===== src/rtl/hazard_sequencer_if.sv =====
// ---------------------------------------------------------------------------
// hazard_sequencer_if
// Bundles the signals exchanged between the hazard sequencer and the
// 5-stage RV32I pipeline.
//
// Pipeline -> sequencer:
//   id_rs1, id_rs2, id_opcode    ID-stage instruction fields
//   ex_mem_read, ex_rd           EX-stage load information
//   ex_branch_taken              branch/jump resolved taken in EX
//   mem_req, dmem_ready          data-memory request / completion handshake
// Sequencer -> pipeline:
//   pc_stall, ifid_stall, ifid_flush, idex_bubble, idex_stall, exmem_stall
//   hz_state                     FSM state (RUN=0, LOAD_STALL=1, FLUSH=2, MEM_WAIT=3)
//   stall_cycles, flush_cycles   performance counters (zero unless enabled)
//
// Modports: master = pipeline side, slave = hazard sequencer side.
// ---------------------------------------------------------------------------
interface hazard_sequencer_if #(
    parameter int CNT_W = 32
);
    logic [4:0]       id_rs1;
    logic [4:0]       id_rs2;
    logic [6:0]       id_opcode;
    logic             ex_mem_read;
    logic [4:0]       ex_rd;
    logic             ex_branch_taken;
    logic             mem_req;
    logic             dmem_ready;

    logic             pc_stall;
    logic             ifid_stall;
    logic             ifid_flush;
    logic             idex_bubble;
    logic             idex_stall;
    logic             exmem_stall;
    logic [1:0]       hz_state;
    logic [CNT_W-1:0] stall_cycles;
    logic [CNT_W-1:0] flush_cycles;

    modport master (
        output id_rs1, id_rs2, id_opcode, ex_mem_read, ex_rd,
               ex_branch_taken, mem_req, dmem_ready,
        input  pc_stall, ifid_stall, ifid_flush, idex_bubble, idex_stall,
               exmem_stall, hz_state, stall_cycles, flush_cycles
    );

    modport slave (
        input  id_rs1, id_rs2, id_opcode, ex_mem_read, ex_rd,
               ex_branch_taken, mem_req, dmem_ready,
        output pc_stall, ifid_stall, ifid_flush, idex_bubble, idex_stall,
               exmem_stall, hz_state, stall_cycles, flush_cycles
    );
endinterface


===== src/rtl/hazard_sequencer.sv =====
// ---------------------------------------------------------------------------
// hazard_sequencer
// Pipeline hazard controller for the 5-stage RV32I core. Sequences stall,
// bubble, flush and freeze controls for PC, IF/ID, ID/EX and EX/MEM so that
// load-use stalls, multi-cycle branch flushes and memory wait states never
// overlap or double-count.
//
// Ports:
//   clk   core clock
//   rst   asynchronous, active-high reset
//   hz    hazard_sequencer_if.slave (ID/EX hazard inputs, memory handshake,
//         pipeline control outputs, FSM state, performance counters)
//
// Parameters:
//   FLUSH_CYCLES  cycles of IF/ID flush + ID/EX bubble after a taken branch (1..7)
//   CNT_W         width of the performance counters
//
// Optional feature: define HAZARD_PERF_CNT_EN to build saturating
// stall_cycles / flush_cycles counters; otherwise both read as zero.
// ---------------------------------------------------------------------------
module hazard_sequencer #(
    parameter int FLUSH_CYCLES = 2,
    parameter int CNT_W        = 32
) (
    input  logic               clk,
    input  logic               rst,
    hazard_sequencer_if.slave  hz
);

    typedef enum logic [1:0] {
        RUN        = 2'd0,
        LOAD_STALL = 2'd1,
        FLUSH      = 2'd2,
        MEM_WAIT   = 2'd3
    } hz_state_t;

    localparam logic [2:0] FLUSH_LOAD = 3'(FLUSH_CYCLES - 1);

    hz_state_t  state, next_state;
    logic [2:0] cnt, next_cnt;

    logic uses_rs1, uses_rs2, load_use, mem_busy;
    logic pc_stall, ifid_stall, ifid_flush, idex_bubble, idex_stall, exmem_stall;

    // Decode which source registers the ID instruction actually reads, so
    // that immediate-only formats (LUI/AUIPC/JAL) never raise false hazards.
    always_comb begin
        uses_rs1 = !((hz.id_opcode == 7'b0110111) ||
                     (hz.id_opcode == 7'b0010111) ||
                     (hz.id_opcode == 7'b1101111));
        uses_rs2 =  (hz.id_opcode == 7'b0110011) ||
                    (hz.id_opcode == 7'b0100011) ||
                    (hz.id_opcode == 7'b1100011);
        load_use = hz.ex_mem_read && (hz.ex_rd != 5'd0) &&
                   ((uses_rs1 && (hz.ex_rd == hz.id_rs1)) ||
                    (uses_rs2 && (hz.ex_rd == hz.id_rs2)));
        mem_busy = hz.mem_req && !hz.dmem_ready;
    end

    always_ff @(posedge clk or posedge rst) begin
        if (rst) begin
            state <= RUN;
            cnt   <= 3'd0;
        end else begin
            state <= next_state;
            cnt   <= next_cnt;
        end
    end

    // Next-state and Mealy outputs. Memory freeze beats branch flush, which
    // beats load-use; LOAD_STALL masks load-use because its bubble is already
    // in ID/EX. Outputs are forced low while reset is held.
    always_comb begin
        next_state  = state;
        next_cnt    = cnt;
        pc_stall    = 1'b0;
        ifid_stall  = 1'b0;
        ifid_flush  = 1'b0;
        idex_bubble = 1'b0;
        idex_stall  = 1'b0;
        exmem_stall = 1'b0;

        case (state)
            RUN, LOAD_STALL: begin
                if (mem_busy) begin
                    pc_stall    = 1'b1;
                    ifid_stall  = 1'b1;
                    idex_stall  = 1'b1;
                    exmem_stall = 1'b1;
                    next_state  = MEM_WAIT;
                end else if (hz.ex_branch_taken) begin
                    ifid_flush  = 1'b1;
                    idex_bubble = 1'b1;
                    if (FLUSH_CYCLES > 1) begin
                        next_state = FLUSH;
                        next_cnt   = FLUSH_LOAD;
                    end else begin
                        next_state = RUN;
                    end
                end else if ((state == RUN) && load_use) begin
                    pc_stall    = 1'b1;
                    ifid_stall  = 1'b1;
                    idex_bubble = 1'b1;
                    next_state  = LOAD_STALL;
                end else begin
                    next_state = RUN;
                end
            end
            FLUSH: begin
                // A memory wait freezes the flush in place; the count is held
                // so the remaining flush cycles resume afterwards.
                if (mem_busy) begin
                    pc_stall    = 1'b1;
                    ifid_stall  = 1'b1;
                    idex_stall  = 1'b1;
                    exmem_stall = 1'b1;
                end else begin
                    ifid_flush  = 1'b1;
                    idex_bubble = 1'b1;
                    next_cnt    = cnt - 3'd1;
                    if (cnt == 3'd1) begin
                        next_state = RUN;
                    end
                end
            end
            MEM_WAIT: begin
                if (!hz.dmem_ready) begin
                    pc_stall    = 1'b1;
                    ifid_stall  = 1'b1;
                    idex_stall  = 1'b1;
                    exmem_stall = 1'b1;
                end else begin
                    next_state = RUN;
                end
            end
            default: next_state = RUN;
        endcase

        if (rst) begin
            pc_stall    = 1'b0;
            ifid_stall  = 1'b0;
            ifid_flush  = 1'b0;
            idex_bubble = 1'b0;
            idex_stall  = 1'b0;
            exmem_stall = 1'b0;
        end
    end

    assign hz.pc_stall    = pc_stall;
    assign hz.ifid_stall  = ifid_stall;
    assign hz.ifid_flush  = ifid_flush;
    assign hz.idex_bubble = idex_bubble;
    assign hz.idex_stall  = idex_stall;
    assign hz.exmem_stall = exmem_stall;
    assign hz.hz_state    = state;

`ifdef HAZARD_PERF_CNT_EN
    logic [CNT_W-1:0] stall_cnt, flush_cnt;

    // Flush cycles are not counted as stalls; both counters saturate.
    always_ff @(posedge clk or posedge rst) begin
        if (rst) begin
            stall_cnt <= '0;
            flush_cnt <= '0;
        end else begin
            if (pc_stall && !ifid_flush && (stall_cnt != '1)) begin
                stall_cnt <= stall_cnt + CNT_W'(1);
            end
            if (ifid_flush && (flush_cnt != '1)) begin
                flush_cnt <= flush_cnt + CNT_W'(1);
            end
        end
    end

    assign hz.stall_cycles = stall_cnt;
    assign hz.flush_cycles = flush_cnt;
`else
    assign hz.stall_cycles = {CNT_W{1'b0}};
    assign hz.flush_cycles = {CNT_W{1'b0}};
`endif

endmodule


===== src/flat_wrapper.sv =====
// flat-port wrapper written by rule: the top's interface ports become plain ports
module hazard_sequencer_flat 
#(
    parameter int FLUSH_CYCLES = 2,
    parameter int CNT_W        = 32
)
  (clk, rst, hz_id_rs1, hz_id_rs2, hz_id_opcode, hz_ex_mem_read, hz_ex_rd, hz_ex_branch_taken, hz_mem_req, hz_dmem_ready, hz_pc_stall, hz_ifid_stall, hz_ifid_flush, hz_idex_bubble, hz_idex_stall, hz_exmem_stall, hz_hz_state, hz_stall_cycles, hz_flush_cycles);
  hazard_sequencer_if #(.CNT_W(CNT_W)) hz_i ();
  input  logic clk;
  input  logic rst;
  input wire logic [$bits(hz_i.id_rs1)-1:0] hz_id_rs1;
  input wire logic [$bits(hz_i.id_rs2)-1:0] hz_id_rs2;
  input wire logic [$bits(hz_i.id_opcode)-1:0] hz_id_opcode;
  input wire logic [$bits(hz_i.ex_mem_read)-1:0] hz_ex_mem_read;
  input wire logic [$bits(hz_i.ex_rd)-1:0] hz_ex_rd;
  input wire logic [$bits(hz_i.ex_branch_taken)-1:0] hz_ex_branch_taken;
  input wire logic [$bits(hz_i.mem_req)-1:0] hz_mem_req;
  input wire logic [$bits(hz_i.dmem_ready)-1:0] hz_dmem_ready;
  output wire logic [$bits(hz_i.pc_stall)-1:0] hz_pc_stall;
  output wire logic [$bits(hz_i.ifid_stall)-1:0] hz_ifid_stall;
  output wire logic [$bits(hz_i.ifid_flush)-1:0] hz_ifid_flush;
  output wire logic [$bits(hz_i.idex_bubble)-1:0] hz_idex_bubble;
  output wire logic [$bits(hz_i.idex_stall)-1:0] hz_idex_stall;
  output wire logic [$bits(hz_i.exmem_stall)-1:0] hz_exmem_stall;
  output wire logic [$bits(hz_i.hz_state)-1:0] hz_hz_state;
  output wire logic [$bits(hz_i.stall_cycles)-1:0] hz_stall_cycles;
  output wire logic [$bits(hz_i.flush_cycles)-1:0] hz_flush_cycles;
  assign hz_i.id_rs1 = hz_id_rs1;
  assign hz_i.id_rs2 = hz_id_rs2;
  assign hz_i.id_opcode = hz_id_opcode;
  assign hz_i.ex_mem_read = hz_ex_mem_read;
  assign hz_i.ex_rd = hz_ex_rd;
  assign hz_i.ex_branch_taken = hz_ex_branch_taken;
  assign hz_i.mem_req = hz_mem_req;
  assign hz_i.dmem_ready = hz_dmem_ready;
  assign hz_pc_stall = hz_i.pc_stall;
  assign hz_ifid_stall = hz_i.ifid_stall;
  assign hz_ifid_flush = hz_i.ifid_flush;
  assign hz_idex_bubble = hz_i.idex_bubble;
  assign hz_idex_stall = hz_i.idex_stall;
  assign hz_exmem_stall = hz_i.exmem_stall;
  assign hz_hz_state = hz_i.hz_state;
  assign hz_stall_cycles = hz_i.stall_cycles;
  assign hz_flush_cycles = hz_i.flush_cycles;
  hazard_sequencer #(.FLUSH_CYCLES(FLUSH_CYCLES), .CNT_W(CNT_W)) u_core (.clk(clk), .rst(rst), .hz(hz_i));
endmodule

===== config.mk =====
export PLATFORM = sky130hd
export DESIGN_NAME = hazard_sequencer_flat
export DESIGN_NICKNAME = d
export VERILOG_FILES = /design/src/rtl/hazard_sequencer_if.sv /design/src/rtl/hazard_sequencer.sv /design/src/flat_wrapper.sv
export SDC_FILE = /design/constraint.sdc
export NUM_CORES = 1
export LEC_CHECK = 0
export CORE_MARGIN = 1.5
export CORE_UTILIZATION = 33
export CTS_BUF_LIST = sky130_fd_sc_hd__clkbuf_16
export CTS_CLUSTER_DIAMETER = 60
export CTS_CLUSTER_SIZE = 24
export DETAILED_ROUTE_END_ITERATION = 10
export HOLD_SLACK_MARGIN = 0.08
export PLACE_DENSITY = 0.95
export SLEW_MARGIN = 25
export SYNTH_ARGS = -nofsm -noshare
export SYNTH_HDL_FRONTEND = slang
export SYNTH_SLANG_ARGS = --single-unit
export TNS_END_PERCENT = 1

===== constraint.sdc =====
create_clock -name clk -period 3.4 [get_ports clk]
set_clock_uncertainty 0.15 [all_clocks]
set_input_delay 0.68 -clock clk [delete_from_list [all_inputs] [get_ports clk]]
set_output_delay 0.68 -clock clk [all_outputs]
set_load 0.01 [all_outputs]

==> results of run 1 <==
stage by stage:
stage,std cells,setup TNS (ps)
after floorplan,197,0
after global placement,212,-399
after detailed placement,212,-485
after CTS,216,0
after global routing,216,0
final,216,0
layout make-up:
class	instances	area [sq um]	share of cell area
repair buffers	39	378	0.293
clock buffers	3	75.1	0.0581
flip-flops and latches	5	125	0.0969
well taps	44	55.1	0.0426
inverters	4	15.0	0.0116
clock inverters	1	3.75	0.00291
multi-input cells	120	639	0.495
what timing repair did:
item / CTS / global route
resized for setup: 3 / 1
hold endpoints to repair: 0 / 0
setup endpoints to repair: 3 / 1
metal layers:
layer  vias up  track usage  part of all wire
li1        388            -                 -
met1       365        0.113              0.33
met2        66        0.182              0.54
met3         3       0.0371              0.12
met4         0       0.0390             0.011
met5         -            0                 0
cell usage after synthesis (2+ instances only):
cell,instances,area (sq um)
nor3_1,2,10.0
xor2_1,7,61.3
xnor2_1,3,26.3
a21oi_1,3,15.0
nand2_1,7,26.3
nor2_1,5,18.8
nand4_1,2,12.5
buf_4,66,495
mux2i_1,2,20.0
dfrtp_1,5,125
ha_1,2,25.0
inv_1,4,15.0
a22o_1,2,17.5
o21ai_0,2,10.0
nor2b_1,2,12.5
sequential cells by signal (all words and copies together) (netlist names):
| name | cells |
|---|---|
| u_core.hz.hz_state | 2 |
| u_core.cnt | 3 |
cells by family (layout without fill, tap and decap cells):
group / Yosys count / in the layout / synth area share
compound gates: 17 / 17 / 0.124
xor+xnor: 10 / 10 / 0.0836
fa+ha+maj: 2 / 2 / 0.0239
buf+inv: 72 / 47 / 0.496
flops: 5 / 5 / 0.119
mux: 2 / 2 / 0.0191
other cells: 1 / 64 / 0.00358
simple gates: 25 / 25 / 0.130
where the power goes:
part	switching [W]	leakage, nW	total, W	internal (W)
registers	0.0000433	0.0607	0.000128	0.0000850
logic	0.000120	0.553	0.000245	0.000125
clock network	0.0000404	0.0423	0.000193	0.000152
total	0.000204	0.656	0.000566	0.000362
worst max-delay path, stage by stage:
cell and delay [ps]:
clkdlybuf4s50_1 450, nor3b_2 210, nand4_1 120, nor4_2 310, o21ai_1 120, a221oi_2 230
clkdlybuf4s15_1 280
how the worst max path moves through the flow:
stage | from | end | slack (ps) | cells past startpoint
3_3_place_gp | hz_ex_rd[4] | hz_idex_bubble | -150 | 7
3_5_place_dp | hz_id_opcode[3] | hz_idex_bubble | -170 | 7
5_1_grt | hz_id_opcode[3] | hz_idex_bubble | 10 | 7
2_1_floorplan | hz_id_opcode[3] | hz_pc_stall | 750 | 6
4_1_cts | hz_id_opcode[3] | hz_idex_bubble | 100 | 7
6_report | hz_id_opcode[3] | hz_idex_bubble | 170 | 7
==> run_results.csv, run 1 <==
group,metric,value,unit
placement,gp_congestion,0.770,
timing,fin_crit_sh,0.951,
power,p_leak,0.656,nW
synthesis,synth_cell_type_count,35,
timing,whs,393,ps
timing,hold_viol,0,
synthesis,ys_ff_latch,5,
detailed_routing,vias,822,
min_path,min_from,"u_core.cnt[1]",
critical_path,crit_required,2570,ps
critical_path,crit_arrival,2400,ps
synthesis,synth_area,1050,sq um
timing,setup_viol,0,
critical_path,critPathLaunchType,"primary input",
layout,fin_area,1290,sq um
critical_path,cp_max_fo,3,
global_routing,grt_max_degree,13,
layout,final_common_cell,"conb_1",
timing,clock.fmax,309,MHz
critical_path,r2r_slack,1980,ps
layout,layout-drive-gt1-share,0.0698,
global_routing,grt_first_pass_wirelength,2750,um
placement,place_ws,-171,ps
clocking,htreeDepth,1,
clocking,cts_tree,"built",
critical_path,r2r_end,"u_core.cnt[2]",
min_path,min_to,"u_core.cnt[1]",
global_routing,antenna_found_initial,0,
power,p_per_area,439,nW/um^2
timing,slew_violations,0,
detailed_routing,drtAntennaViolNets,0,
clocking,cts.sinks,5,
placement,io_buffers,35,
global_routing,grt_pass1_vias,650,
clocking,cts-root-buf,"clkbuf_16",
synthesis,synth_top_flop_cell,"dfrtp_1",
timing,min_period,3230,ps
synthesis,yosysWarnings,0,
clocking,hold_buffers,0,
layout,fin_nets,203,
placement,placed_area,1210,sq um
min_path,hold_depth,1,
critical_path,reg2regPathDepth,5,
timing,setup_ws,167,ps
detailed_routing,viasPerCell,3.81,
layout,final_cell_mix,"conb_1, clkdlybuf4s50_1, nand2_1, xor2_1",
power,p_total,0.000566,W
detailed_routing,drc,0,
clocking,clk_pin_slew,30,ps
floorplan,initial_core_util,0.346,
flow_run,drv_cap,0,
floorplan,die_area,3520,sq um
detailed_routing,post_drt_wl_per_cell,8.71,um
power,peakVddDrop,0.204,mV
floorplan,die_height,59.3,um
min_path,hold_path_class,"register to register",
layout,final_util,0.426,
clocking,cts_buffer_depth,2,
clocking,postCtsSetupBuffers,0,
layout,fillers,321,
detailed_routing,dr.pass1.iters,4,
clocking,insertion_delay,230,ps
synthesis,syn_area_per_cell,7.82,sq um
layout,antenna_cells,0,
synthesis,postSynth.asyncResetShare,1.00,
timing,grt_setup_unrepaired,"false",
critical_path,crit_path_end_kind,"output pin",
detailed_routing,wl,1880,um
clocking,numCtsBuffers,3,
detailed_routing,drt_iter0_markers,5,
critical_path,r2r_start,"u_core.hz.hz_state[0]",
critical_path,crit_type,"primary input to output pin",
synthesis,synth-edff-count,0,
global_routing,grt-ovfl-total,0,
placement,hpwlAfterDp,1720,um
layout,syn_to_final_growth,23.3,%
floorplan,die_x,59.3,um
synthesis,ys_seq_area_frac,0.119,
floorplan,core,3030,sq um
status,status,"complete, no violations",
synthesis,syn_inst,134,
floorplan,ios,100,
global_routing,grt.total_usage,0.104,
floorplan,rows,20,
(Power assumes the default switching activity.)
==> run 2, diff against run 1 <==
CORE_MARGIN = unset   (was 1.5)
CORE_UTILIZATION = 30   (was 33)
PLACE_DENSITY = 0.91   (was 0.95)
RECOVER_POWER = 50   (was unset)
==> run 2 against run 1 <==
  * Register-to-register slack is essentially flat
  * Largest cell class unchanged
  * Fmax down 2.6%
  * Clock power hardly changed
  * Die area increased by 6.0%
  * Non-clock buffer count rose by 1
  * Combinational power barely moved
  * Sequential cell count unchanged
  * Via count down 0.36%
==> run_results.csv, run 2 (synthesis gave the netlist of run 1 again) <==
group,metric,value,unit
status,status,"complete, no violations",
layout,fillers,353,
critical_path,crit_path_end_kind,"output pin",
layout,stdcell_count,219,
power,p_leak,0.657,nW
detailed_routing,post_drt_wl_per_cell,8.15,um
placement,gp_congestion,0.831,
layout,syn_to_final_growth,23.4,%
global_routing,grt_max_degree,13,
critical_path,cp_max_fo,2,
layout,final_cell_mix,"conb_1, clkdlybuf4s50_1, nand2_1, xor2_1",
critical_path,cp_num_buf_inv,2,
detailed_routing,wl,1790,um
timing,min_period,3320,ps
placement,dp_cells,215,
critical_path,slowest_stage,"clkdlybuf4s50_1",
timing,setup_viol,0,
global_routing,grt_pass1_vias,618,
power,power_frac_clock,0.343,
placement,hpwlAfterDp,1590,um
layout,layout-drive-gt1-share,0.0751,
power,intPower,0.000362,W
critical_path,critPathLaunchType,"primary input",
floorplan,die_height,61.1,um
detailed_routing,viasPerCell,3.74,
power,p_seq_frac,0.225,
timing,fin_crit_sh,0.976,
global_routing,grt_first_pass_wirelength,2610,um
floorplan,initial_core_util,0.314,
clocking,postCtsSetupBuffers,0,
detailed_routing,drc,0,
timing,slew_violations,0,
min_path,hold_path_class,"register to register",
clocking,cts_buffer_depth,2,
timing,clock.fmax,301,MHz
power,p_per_area,436,nW/um^2
placement,io_buffers,35,
critical_path,path_cells,"clkdlybuf4s50_1 > nor3b_2 > nand4_1 > nor4_2 > o211ai_1 > a21oi_1 > dlygate4sd2_1",
clocking,cts.sinks,5,
floorplan,die_x,61.1,um
power,swShare,0.358,
clocking,insertion_delay,230,ps
critical_path,r2r_slack,1990,ps
clocking,cts_tree,"built",
power,peakVddDrop,0.155,mV
global_routing,grt-ovfl-total,0,
critical_path,crit_required,2570,ps
critical_path,max_stage_delay,480,ps
critical_path,critPathTopFamily,"buffers and inverters",
floorplan,rows,21,
global_routing,grt.total_usage,0.102,
detailed_routing,vias,819,
layout,fin_nets,204,
global_routing,antenna_found_initial,0,
flow_run,drv_cap,0,
layout,largest_reg_flops,3,
timing,grt_setup_unrepaired,"true",
critical_path,crit_type,"primary input to output pin",
power,switching_power,0.000202,W
critical_path,crit_arrival,2490,ps
clocking,hold_buffers,0,
timing,hold_viol,0,
layout,final_common_cell,"conb_1",
timing,setup_ws,81.8,ps
floorplan,ios,100,
clocking,htreeDepth,1,
detailed_routing,drt_iter0_markers,10,
placement,place_ws,-259,ps
clocking,cts-root-buf,"clkbuf_16",
clocking,numCtsBuffers,3,
detailed_routing,dr.pass1.iters,4,
floorplan,core,3340,sq um
layout,antenna_cells,0,
detailed_routing,drtAntennaViolNets,0,
floorplan,die_area,3730,sq um
clocking,clk_pin_slew,30,ps
power,p_total,0.000564,W
layout,regMostFlops,"u_core.cnt",
power,power_frac_comb,0.433,
[run 2: cell count changes in the layout (fill, tap and decap cells not counted)]
| cell | before | now |
|---|---|---|
| clkbuf_1 | 0 | 1 |
| clkbuf_2 | 0 | 1 |
| clkdlybuf4s15_1 | 1 | 0 |
| clkdlybuf4s50_1 | 32 | 31 |
| dlygate4sd3_1 | 0 | 1 |
[run 2: per-layer routing]
layer / global-route usage / routed length [um] / vias up
met5: 0 / 0 / -
met3: 0.0462 / 214 / 4
li1: - / - / 394
met4: 0.0584 / 43 / 0
met1: 0.0946 / 600 / 361
met2: 0.183 / 926 / 60
[run 2: worst paths after layout]
| kind | startpoint | to | depth (start not counted) |
|---|---|---|---|
| max in group asynchronous | rst | u_core.hz.hz_state[1] | 3 |
| min | u_core.cnt[1] | u_core.cnt[1] | 1 |
| min reg2reg | u_core.cnt[1] | u_core.cnt[1] | 1 |
| min in group asynchronous | rst | u_core.cnt[0] | 3 |
| max | hz_id_opcode[5] | hz_pc_stall | 7 |
| max reg2reg | u_core.hz.hz_state[0] | u_core.cnt[2] | 5 |
[run 2: metrics by stage]
step	area [sq um]	setup TNS, ps	hold WS (ps)	util
2_1_floorplan	1280	0	317	-
3_3_place_gp	1220	-541	368	0.367
3_5_place_dp	1220	-750	387	0.367
4_1_cts	1300	0	399	0.390
5_1_grt	1290	-3.66	428	0.387
6_report	1290	0	397	0.387
[run 2: power groups by stage]
stage | clock [W] | sequential [W] | combinational [W]
finish | 0.000193 | 0.000127 | 0.000244
global route | 0.000201 | 0.000133 | 0.000277
CTS | 0.000196 | 0.000127 | 0.000247
detailed placement | 0 | 0.000127 | 0.000248
global placement | 0 | 0.000125 | 0.000241
floorplan | 0 | 0.000106 | 0.000228
[run 2: cell type report]
type	count	area (sq um)	area share
clock buffer	3	75.1	0.0581
clock inverter	1	3.75	0.00290
inverter	4	15.0	0.0116
multi-input combinational	120	639	0.495
sequential	5	125	0.0968
tap	46	57.6	0.0445
timing repair buffer	40	377	0.291
[run 2: what timing repair did]
action                     CTS  global route
resized for setup            3             2
setup endpoints to repair    3             2
pin swaps                    1             0
==> run 3, diff against run 2 <==
CORE_UTILIZATION = 28   (was 30)
PLACE_DENSITY = 0.9   (was 0.91)
clock period = 3 ns   (was 3.4 ns; I/O delays follow)
==> run 3 against run 2 <==
  * Non-clock buffer count grew 3
  * Sequential share of layout area shrank 0.37 points
  * Via count shrank 0.85%
  * Global-route usage grew 0.057 points
  * Hold slack lost 18 ps
  * Cell count grew 1.4%
  * Wire length grew 13%
  * Largest cell class unchanged
  * Final area grew 4.0%
  * Sequential power grew 13%
  * Count of clock-buffer cells in the layout is the same
  * Sequential cell count is the same
==> run_results.csv, run 3 (synthesis gave the netlist of run 1 again) <==
group,metric,value,unit
power,p_total,0.000643,W
floorplan,initial_core_util,0.302,
layout,final_cell_mix,"conb_1, clkdlybuf4s50_1, dlymetal6s2s_1, nand2_1, xor2_1",
clocking,cts_tree,"built",
floorplan,die_x,63.2,um
layout,antenna_cells,0,
placement,hpwlAfterDp,1740,um
floorplan,die_height,63.2,um
clocking,insertion_delay,230,ps
layout,layout-drive-gt1-share,0.114,
clocking,cts.sinks,5,
clocking,cts-root-buf,"clkbuf_16",
layout,final_common_cell,"conb_1",
status,status,"complete, no violations",
clocking,postCtsSetupBuffers,0,
clocking,htreeDepth,1,
layout,fin_nets,207,
detailed_routing,viasPerCell,3.66,
detailed_routing,vias,812,
detailed_routing,drc,0,
timing,fin_crit_sh,0.957,
global_routing,grt_pass1_vias,709,
critical_path,crit_arrival,2120,ps
timing,min_period,2870,ps
critical_path,crit_required,2250,ps
detailed_routing,wl,2010,um
global_routing,grt_first_pass_wirelength,3080,um
critical_path,critPathLaunchType,"primary input",
timing,clock.fmax,348,MHz
floorplan,die_area,3990,sq um
power,p_per_area,479,nW/um^2
layout,fillers,356,
clocking,cts_buffer_depth,2,
clocking,hold_buffers,0,
timing,setup_viol,0,
detailed_routing,dr.pass1.iters,4,
power,peakVddDrop,0.158,mV
placement,gp_congestion,0.793,
placement,io_buffers,35,
floorplan,rows,21,
detailed_routing,drt_iter0_markers,10,
global_routing,grt_max_degree,13,
floorplan,core,3470,sq um
global_routing,antenna_found_initial,0,
critical_path,crit_type,"primary input to output pin",
global_routing,grt.total_usage,0.102,
detailed_routing,post_drt_wl_per_cell,9.06,um
layout,syn_to_final_growth,28.3,%
flow_run,drv_cap,0,
critical_path,cp_max_fo,3,
clocking,numCtsBuffers,3,
floorplan,ios,100,
layout,final_util,0.387,
global_routing,grt-ovfl-total,0,
layout,regMostFlops,"u_core.cnt",
clocking,clk_pin_slew,30,ps
layout,largest_reg_flops,3,
timing,grt_setup_unrepaired,"false",
critical_path,crit_path_end_kind,"output pin",
power,p_leak,0.755,nW
timing,hold_viol,0,
timing,slew_violations,0,
min_path,hold_path_class,"register to register",
detailed_routing,drtAntennaViolNets,0,
## run 3: metal layers
metal	global-route usage	wire, um	vias up	part of all wire
li1	-	-	392	-
met1	0.0960	683	363	0.34
met2	0.191	1120	53	0.56
met3	0.0326	175	4	0.087
met4	0.0610	31	0	0.015
met5	0	0	-	0
## run 3: timing repair
item                       in CTS  in global routing
gates resized for setup        14                 11
setup endpoints to repair       3                  3
pin swaps                       5                  8
## run 3: final timing paths
check	slack, ps	depth (start not counted)	endpoint	startpoint
min in group asynchronous	780	3	u_core.cnt[2]	rst
hold reg to reg	380	1	u_core.cnt[1]	u_core.cnt[1]
hold / removal	380	1	u_core.cnt[1]	u_core.cnt[1]
setup reg to reg	1590	5	u_core.cnt[2]	u_core.hz.hz_state[0]
max in group asynchronous	1700	3	u_core.cnt[0]	rst
setup / recovery	130	7	hz_idex_bubble	hz_ex_rd[1]
## run 3: worst max-delay path, stage by stage
cell and delay (ps):
clkdlybuf4s50_1 470, xor2_1 180, nor3_2 170, o211a_1 200
o21ai_1 90, a221oi_2 230, buf_2 170
## run 3: area by class of cell
type / instances / area [sq um] / area share
Multi-Input combinational cell: 120 / 654 / 0.487
Timing Repair Buffer: 43 / 413 / 0.307
Sequential cell: 5 / 125 / 0.0931
Clock buffer: 3 / 75.1 / 0.0559
Tap cell: 46 / 57.6 / 0.0428
Inverter: 4 / 15.0 / 0.0112
Clock inverter: 1 / 3.75 / 0.00279
## run 3: per-stage QoR
stage	cell area (sq um)	setup TNS [ps]	hold slack (ps)	cells	worst slack, ps
2_1_floorplan	1280	0	237	197	510
3_3_place_gp	1250	-1270	366	218	-438
5_1_grt	1340	0	387	222	56.4
3_5_place_dp	1250	-1300	371	218	-438
4_1_cts	1320	0	380	222	4.15
6_report	1340	0	379	222	130
## run 3: power breakdown
| part | internal [W] | leakage, nW | switching, W |
|---|---|---|---|
| sequential | 0.0000963 | 0.0607 | 0.0000478 |
| combinational | 0.000141 | 0.652 | 0.000137 |
| clock | 0.000173 | 0.0423 | 0.0000475 |
| total | 0.000410 | 0.755 | 0.000233 |
